==> config.mk <==
export PLATFORM = sky130hd
export DESIGN_NAME = rvx_core_load_store_unit
export DESIGN_NICKNAME = d
export VERILOG_FILES = /design/src/rtl/rvx_core_load_store_unit_pkg.sv /design/src/rtl/rvx_core_load_formatter.sv /design/src/rtl/rvx_core_load_store_unit.sv
export SDC_FILE = /design/constraint.sdc
export NUM_CORES = 1
export LEC_CHECK = 0
export ABC_AREA = 1
export ABC_CLOCK_PERIOD_IN_PS = 4100
export CAP_MARGIN = 20
export CORE_ASPECT_RATIO = 0.75
export CORE_MARGIN = 1.5
export CORE_UTILIZATION = 40
export CTS_CLUSTER_DIAMETER = 50
export CTS_CLUSTER_SIZE = 10
export DETAILED_ROUTE_END_ITERATION = 12
export GPL_ROUTABILITY_DRIVEN = 0
export GPL_TIMING_DRIVEN = 0
export PLACE_DENSITY = 0.8
export SLEW_MARGIN = 10
export SYNTH_ARGS = -nofsm -noshare
export SYNTH_HDL_FRONTEND = slang
export SYNTH_HIERARCHICAL = 1
export SYNTH_SLANG_ARGS = --single-unit
==> constraint.sdc <==
create_clock -name clock -period 4.1 [get_ports clock]
set_input_delay 0.82 -clock clock [delete_from_list [all_inputs] [get_ports clock]]
set_output_delay 0.82 -clock clock [all_outputs]
set_load 0.02 [all_outputs]
==> src/rtl/rvx_core_load_store_unit_pkg.sv <==
// Shared encodings and store-lane helpers for the
// rvx core load/store unit.
package rvx_core_load_store_unit_pkg;

  typedef enum logic [1:0] {
    ST_IDLE = 2'd0,
    ST_REQ  = 2'd1,
    ST_WAIT = 2'd2,
    ST_DONE = 2'd3
  } lsu_state_e;

  localparam logic [2:0] F3_B  = 3'b000;
  localparam logic [2:0] F3_H  = 3'b001;
  localparam logic [2:0] F3_W  = 3'b010;
  localparam logic [2:0] F3_BU = 3'b100;
  localparam logic [2:0] F3_HU = 3'b101;

  localparam logic [3:0] STRB_B = 4'b0001;
  localparam logic [3:0] STRB_H = 4'b0011;
  localparam logic [3:0] STRB_W = 4'b1111;

  // size is funct3[1:0]: 00 byte, 01 half, else word
  function automatic logic [3:0] store_strobe(
    input logic [1:0] size,
    input logic [1:0] a
  );
    case (size)
      2'b00:   return STRB_B << a;
      2'b01:   return STRB_H << {a[1], 1'b0};
      default: return STRB_W;
    endcase
  endfunction

  function automatic logic [31:0] store_data(
    input logic [1:0]  size,
    input logic [31:0] rs2
  );
    case (size)
      2'b00:   return {4{rs2[7:0]}};
      2'b01:   return {2{rs2[15:0]}};
      default: return rs2;
    endcase
  endfunction

endpackage

==> src/rtl/rvx_core_load_formatter.sv <==
// Load result formatter: lane shift by byte offset,
// then sign or zero extension by access size.
module rvx_core_load_formatter
  import rvx_core_load_store_unit_pkg::*;
(
  input  logic [2:0]  i_funct3,
  input  logic [1:0]  i_addr_lo,
  input  logic [31:0] i_read_data,
  output logic [31:0] o_load_data
);

  logic [31:0] w_shift;

  assign w_shift = i_read_data >> {i_addr_lo, 3'b000};

  always_comb begin
    o_load_data = w_shift;
    case (i_funct3)
      F3_B:    o_load_data = {{24{w_shift[7]}}, w_shift[7:0]};
      F3_H:    o_load_data = {{16{w_shift[15]}}, w_shift[15:0]};
      F3_BU:   o_load_data = {24'b0, w_shift[7:0]};
      F3_HU:   o_load_data = {16'b0, w_shift[15:0]};
      default: o_load_data = w_shift;
    endcase
  end

endmodule

==> src/rtl/rvx_core_load_store_unit.sv <==
// Stage-1 load/store sequencer: one bus transaction per
// access, stalls the pipe until completion or timeout.
module rvx_core_load_store_unit
  import rvx_core_load_store_unit_pkg::*;
#(
  parameter int unsigned TIMEOUT_CYCLES = 255,
  parameter int unsigned TIMEOUT_WIDTH  = 8
) (
  input  logic        clock,
  input  logic        reset_n,
  input  logic        load_s1,
  input  logic        store_s1,
  input  logic [2:0]  funct3_s1,
  input  logic [31:0] target_address_s1,
  input  logic [31:0] rs2_data_s1,
  input  logic        misaligned_load_s1,
  input  logic        misaligned_store_s1,
  input  logic        flush,
  output logic [31:0] bus_address,
  output logic        bus_read_request,
  output logic        bus_write_request,
  output logic [31:0] bus_write_data,
  output logic [3:0]  bus_write_strobe,
  input  logic        bus_ready,
  input  logic        bus_response,
  input  logic [31:0] bus_read_data,
  output logic        stall_s1,
  output logic [31:0] load_data,
  output logic        load_data_valid,
  output logic        access_fault
);

  localparam bit L_TO_EN = TIMEOUT_CYCLES != 0;
  localparam logic [TIMEOUT_WIDTH-1:0] L_LIMIT =
    TIMEOUT_WIDTH'(L_TO_EN ? TIMEOUT_CYCLES - 1 : 0);

  lsu_state_e r_state;
  lsu_state_e w_state_nxt;

  logic [31:0]              r_addr;
  logic [31:0]              r_wdata;
  logic [31:0]              r_load_data;
  logic [3:0]               r_strobe;
  logic [2:0]               r_funct3;
  logic                     r_is_load;
  logic                     r_fault;
  logic                     r_cancel;
  logic [TIMEOUT_WIDTH-1:0] r_count;

  logic        w_start;
  logic        w_in_bus;
  logic        w_complete;
  logic        w_timeout;
  logic [31:0] w_fmt;

  assign w_start = (load_s1 | store_s1) & ~misaligned_load_s1
                 & ~misaligned_store_s1 & ~flush;
  assign w_in_bus = (r_state == ST_REQ) | (r_state == ST_WAIT);
  assign w_complete =
      ((r_state == ST_REQ) & bus_ready & bus_response)
    | ((r_state == ST_WAIT) & bus_response);
  // a response on the limit cycle wins over the timeout
  assign w_timeout = L_TO_EN & w_in_bus
                   & (r_count == L_LIMIT) & ~w_complete;

  rvx_core_load_formatter u_fmt (
    .i_funct3   (r_funct3),
    .i_addr_lo  (r_addr[1:0]),
    .i_read_data(bus_read_data),
    .o_load_data(w_fmt)
  );

  always_comb begin
    w_state_nxt = r_state;
    unique case (r_state)
      ST_IDLE: if (w_start) w_state_nxt = ST_REQ;
      ST_REQ: begin
        if (w_complete | w_timeout) w_state_nxt = ST_DONE;
        else if (bus_ready)         w_state_nxt = ST_WAIT;
      end
      ST_WAIT: if (w_complete | w_timeout) w_state_nxt = ST_DONE;
      ST_DONE: w_state_nxt = ST_IDLE;
    endcase
  end

  always_ff @(posedge clock) begin
    if (!reset_n) begin
      r_state     <= ST_IDLE;
      r_addr      <= '0;
      r_wdata     <= '0;
      r_load_data <= '0;
      r_strobe    <= '0;
      r_funct3    <= '0;
      r_is_load   <= 1'b0;
      r_fault     <= 1'b0;
      r_cancel    <= 1'b0;
      r_count     <= '0;
    end else begin
      r_state <= w_state_nxt;
      if ((r_state == ST_IDLE) && w_start) begin
        r_addr    <= target_address_s1;
        r_strobe  <= store_strobe(funct3_s1[1:0],
                                  target_address_s1[1:0]);
        r_wdata   <= store_data(funct3_s1[1:0], rs2_data_s1);
        r_funct3  <= funct3_s1;
        r_is_load <= load_s1;
        r_count   <= '0;
        r_fault   <= 1'b0;
        r_cancel  <= 1'b0;
      end
      if (w_in_bus) begin
        r_count <= r_count + 1'b1;
        if (w_timeout) r_fault  <= 1'b1;
        if (flush)     r_cancel <= 1'b1;
        if (w_complete & r_is_load & ~r_cancel & ~flush)
          r_load_data <= w_fmt;
      end
    end
  end

  assign stall_s1 = ((r_state == ST_IDLE) & w_start) | w_in_bus;
  assign bus_address       = {r_addr[31:2], 2'b00};
  assign bus_read_request  = (r_state == ST_REQ) & r_is_load;
  assign bus_write_request = (r_state == ST_REQ) & ~r_is_load;
  assign bus_write_data    = r_wdata;
  assign bus_write_strobe  = r_strobe;
  assign load_data         = r_load_data;
  assign load_data_valid   = (r_state == ST_DONE) & r_is_load
                           & ~r_fault & ~r_cancel;
  assign access_fault      = (r_state == ST_DONE) & r_fault
                           & ~r_cancel;

endmodule

-- After elaboration in Yosys (flattened, before gate mapping)
Index checks and enable logic that the tools add are counted.
- muxes and demuxes: 16
- $add $sub $neg: 1
- equal/unequal tests: 11
- shift-type cells: 3
- bitwise operators: 31
- reductions and logical operators: 7
- operators by type and width (kind ; count):
    one-hot mux 32 bit (4 select lines) ; 1
    one-hot mux 32 bit (2 select lines) ; 1
    right shift 32 x 5 -> 32 bit ; 1
    AND 1 bit ; 19
    two-way mux 8 bit ; 2
    adder 8 x 1 -> 8 bit, second input constant ; 1
    == test 8 bit, second input constant ; 1
    two-way mux 2 bit ; 4
    one-hot mux 2 bit (4 select lines) ; 1
    one-hot mux 4 bit (2 select lines) ; 1
    NOT 1 bit ; 7
    == test 3 bit, second input constant ; 2
    two-way mux 1 bit ; 6
    OR 1 bit ; 5
    == test 2 x 1 -> 1 bit, second input constant ; 2
    == test 2 bit, second input constant ; 2
    zero test 2 bit ; 2
    left shift 1 x 2 -> 4 bit, first input constant ; 1
    left shift 2 x 2 -> 4 bit, first input constant ; 1
    == test 3 x 1 -> 1 bit, second input constant ; 1
    zero test 3 bit ; 1
    != test 3 x 2 -> 1 bit, second input constant ; 1
    AND reduction 3 bit ; 1
    != test 2 x 1 -> 1 bit, second input constant ; 1
    other kinds (4) ; 4
- bits of input ports: 108
- register bits after elaboration: 116
- word-level logic and storage cells: 79

-- Depth between registers and ports, before layout
- word-level depth: 9
- mapped depth: 11
- depth with buffers taken out: 10

-- Hierarchy
The synthesis kept the hierarchy.
- modules (own cells, without submodules) (module ; area an instance (µm²) ; instances ; cells an instance ; seq. area each (µm²)):
    rvx_core_load_store_unit ; 4924.7 ; 1 ; 652 ; 2322.2
    rvx_core_load_formatter ; 920.9 ; 1 ; 158 ; 0.0

-- Worst setup path after synthesis
Ideal clock, no wire load.
- path type: input -> output
- from: input misaligned_load_s1
- to: output stall_s1
- path slack: 1.849 ns
- buffers on the path: 1
- stages: 4
- arrival: 1.431 ns
- path through: nor2_2 nand4_1 buf_4 nand2_1
- word-level cells in the longest chain between the ends: 6
- RTL lines (element ; RTL line ; text):
    start, declared ; rvx_core_load_store_unit.sv:16 ; input logic misaligned_load_s1,
    NOT 1 bit ; rvx_core_load_store_unit.sv:56 ; assign w_start = (load_s1 | store_s1) & ~misaligned_load_s1
    AND 1 bit ; rvx_core_load_store_unit.sv:56 ;
    AND 1 bit (2 in a row) ; rvx_core_load_store_unit.sv:57 ; & ~misaligned_store_s1 & ~flush;
    AND 1 bit ; rvx_core_load_store_unit.sv:121 ; assign stall_s1 = ((r_state == ST_IDLE) & w_start) | w_in_bus;
    OR 1 bit ; rvx_core_load_store_unit.sv:121 ;
    end, declared ; rvx_core_load_store_unit.sv:27 ; output logic stall_s1,
No other way between the ends.

-- Worst setup path after layout
Ends and elaborated chain as after synthesis.

==> summary.txt <==
Synthesis
  • Post-synthesis average cell area: 7.22 um2
  • Post-synth top area share: 39.7%
  • Post-synth top flop: dfxtp_1
  • Mapped Cells: approximately 800
  • Top cells by area, synth: dfxtp_1 40%, nor2_1 9.5%, nand2_1 8.9%, o21ai_0 7.3%, buf_4 5.4%
  • Number of flops mapped to enable cells by yosys: 0
  • Register area share after synthesis: 39.7%
  • Cell variety after synth: 42
  • Cell accounting for the most synthesized area: dfxtp_1
  • Mapped Area: 5850 um2
  • Most common cell in the netlist: nor2_1
  • Most frequent cells after synthesis: 148 x nor2_1, 138 x nand2_1, 116 x dfxtp_1
  • Yosys warnings: 6
  • Post-synthesis register bit count: roughly 120
  • Asr flop ratio synth: 0%

Floorplan
  • Row count: 38
  • Initial Utilization: 40.7%
  • Chip Height: 108 um
  • CORE AREA: 14,400 um2
  • DIE AREA: 15,400 um2
  • Ports: 213
  • Die Wd: 143 um

STA
  • Fin. Hold Viols: 0
  • Setup Viol. Count Final: 0
  • Tmin final: ~3.4 ns
  • RSZ-0062 raised after global routing: no
  • Setup tns final: 0 ns
  • Final Slew Violations: 0
  • Final period util: between 80% and 90%
  • Max-slew headroom: about two thirds
  • Clk_skew: 0.0121 ns
  • Fmax: 0.291 GHz
  • Worst-Margin Slew: between 0.5 and 0.6 ns

Status
  • Status: complete, no violations

Clock tree
  • CTS tree: built
  • Number of setup buffers added after CTS: 0
  • CTS resizes: 0
  • Root buf cell: clkbuf_16
  • TritonCTS buffer count: 17
  • Clk buf depth: 2
  • Clk_lat worst skew: 0.40 ns
  • Clk sinks: between 100 and 150
  • Post-CTS Hold Buffers: 0
  • Clock slew at reported path FFs: 0.06 ns
  • H-tree depth: 4

Route
  • First drt pass iteration count: 5
  • # DRC: 0
  • Routed WL: approximately 18,000 um
  • Initial DRC Count: 491
  • DR WL/cell: roughly 14 um
  • Vias per cell: between 4 and 5
  • Vias post-DR: 6,225
  • ANT nets after route: 0

Global routing
  • Grt ovf: 0
  • GRT Total Usage: 23.7%
  • Initial antenna violation count: 0
  • Vias in the first global route: 5,698
  • First-pass GRT wire length: 28,600 um
  • Largest net degree at the start of global routing: 17

Cells and area
  • Fill cell instance count of the final layout: between 1,000 and 1,500
  • Multi-input gate area in the final layout: between 2000 and 3000 um2
  • Area grow syn2layout: 50.5%
  • Register area: between 2000 and 2500 um2
  • Final instance area: 8800 um2
  • Fin cells: 1,252
  • Layout cells sized above 1: 13.8%
  • Ant. Diodes: 0
  • Nets@finish: ~1,200

Pwr
  • PwrDens: 416 nW/um2
  • Lkg Pwr: 3.51 nW
  • Tot Pwr: ~3.7 mW
  • Max VDD drop: 0.262 mV

Worst hold path
  • Type of the worst min-delay path: flip-flop to flip-flop
  • Hold depth: 2

Critical path
  • Crit path kind: input pin to output pin
  • R2r endpoint: load_data[8]$_SDFFE_PN0P_
  • Worst Setup SP: misaligned_load_s1
  • FF-to-FF setup slack: ~2.2 ns
  • Startpoint types: input pin
  • Top fanout value on the critical path: 10
  • Crit. End Element: output pin
  • Reg2Reg Launch Point: r_state[0]$_SDFFE_PN0P_
  • CP required: between 3 and 4 ns
  • Worst Reg2Reg Path Length in Cells: 8
  • Setup crit end: stall_s1
  • WP data arrival: 2.62 ns

Run
  • Max Cap Viol: 0

Place
  • Count of port buffers added during placement: 209
  • Post-DP Area: 8190 um2
  • Placed Cells: between 1,000 and 1,500
  • Post-DP HPWL: approximately 14,000 um
layout by cell type, fill, tap and decap left out, types with 14 or more instances in the layout:
cell,n
clkdlybuf4s50_1,209
nor2_1,148
nand2_1,138
dfxtp_1,116
o21ai_0,85
a21oi_1,59
buf_4,42
nand3_1,37
inv_1,32
nand3_2,19
buf_2,17
clkbuf_16,17
o211ai_1,15
clkbuf_1,14
worst min-delay path by stage:
stage	from	end	slack (ns)
after floorplan	r_addr[1]$_SDFFE_PN0P_	r_addr[1]$_SDFFE_PN0P_	0.44
after global placement	bus_write_strobe[1]$_SDFFE_PN0P_	bus_write_strobe[1]$_SDFFE_PN0P_	0.45
after detailed placement	bus_write_data[16]$_SDFFE_PN0P_	bus_write_data[16]$_SDFFE_PN0P_	0.46
after CTS	bus_write_data[16]$_SDFFE_PN0P_	bus_write_data[16]$_SDFFE_PN0P_	0.47
after global routing	bus_write_data[20]$_SDFFE_PN0P_	bus_write_data[20]$_SDFFE_PN0P_	0.49
final	bus_write_data[16]$_SDFFE_PN0P_	bus_write_data[16]$_SDFFE_PN0P_	0.47
per-layer routing:
| layer | GRT usage [%] | vias up | part of all wire [%] |
|---|---|---|---|
| li1 | - | 3099 | - |
| met1 | 32.0 | 2819 | 45 |
| met2 | 36.0 | 283 | 43 |
| met3 | 7.52 | 24 | 9.6 |
| met4 | 7.58 | 0 | 1.6 |
| met5 | 0 | - | 0 |
sequential cells by signal, indices dropped and copies added (netlist names):
| signal | flops |
|---|---|
| r_addr | 32 |
| r_state | 2 |
| bus_write_strobe | 4 |
| r_fault | 1 |
| r_funct3 | 3 |
| r_is_load | 1 |
| r_cancel | 1 |
| bus_write_data | 32 |
| load_data | 32 |
| r_count | 8 |
power by group:
group | switching, mW | total [mW] | internal (mW)
combinational | 0.497 | 0.901 | 0.404
sequential | 0.0500 | 1.25 | 1.20
clock | 0.535 | 1.51 | 0.976
total | 1.08 | 3.66 | 2.58
through the flow:
stage	setup slack, ns	util, %	hold slack (ns)
after floorplan	1.85	-	0.444
after global placement	0.700	57.0	0.451
after detailed placement	0.680	57.0	0.457
after CTS	0.673	61.3	0.466
after global routing	0.569	61.3	0.489
final	0.660	61.3	0.466
layout make-up:
| cell class | count | area share, % |
|---|---|---|
| Timing Repair Buffer | 209 | 23.8 |
| Clock buffer | 21 | 5.12 |
| Buffer | 86 | 6.57 |
| Multi-Input combinational cell | 569 | 31.7 |
| Tap cell | 200 | 2.84 |
| Clock inverter | 11 | 1.75 |
| Inverter | 40 | 1.83 |
| Sequential cell | 116 | 26.4 |
kinds of logic after synthesis:
kind of cell             count (synthesis)  synth area share [%]
other                                    1                0.0642
AND/OR/NAND/NOR                        364                  27.8
adder cells (fa/ha/maj)                  6                  1.28
flip-flops                             116                  39.7
AO/OA/AOI/OAI                          197                  18.5
buffers and inverters                  126                  12.6
worst max-delay path, stage by stage:
cell             delay, ns
clkdlybuf4s50_1       0.42
nor2_2                0.18
nand4_1               0.15
buf_4                 0.22
nand2_1               0.16
clkdlybuf4s50_1       0.66
No activity file was read; power rests on OpenSTA's default activity.
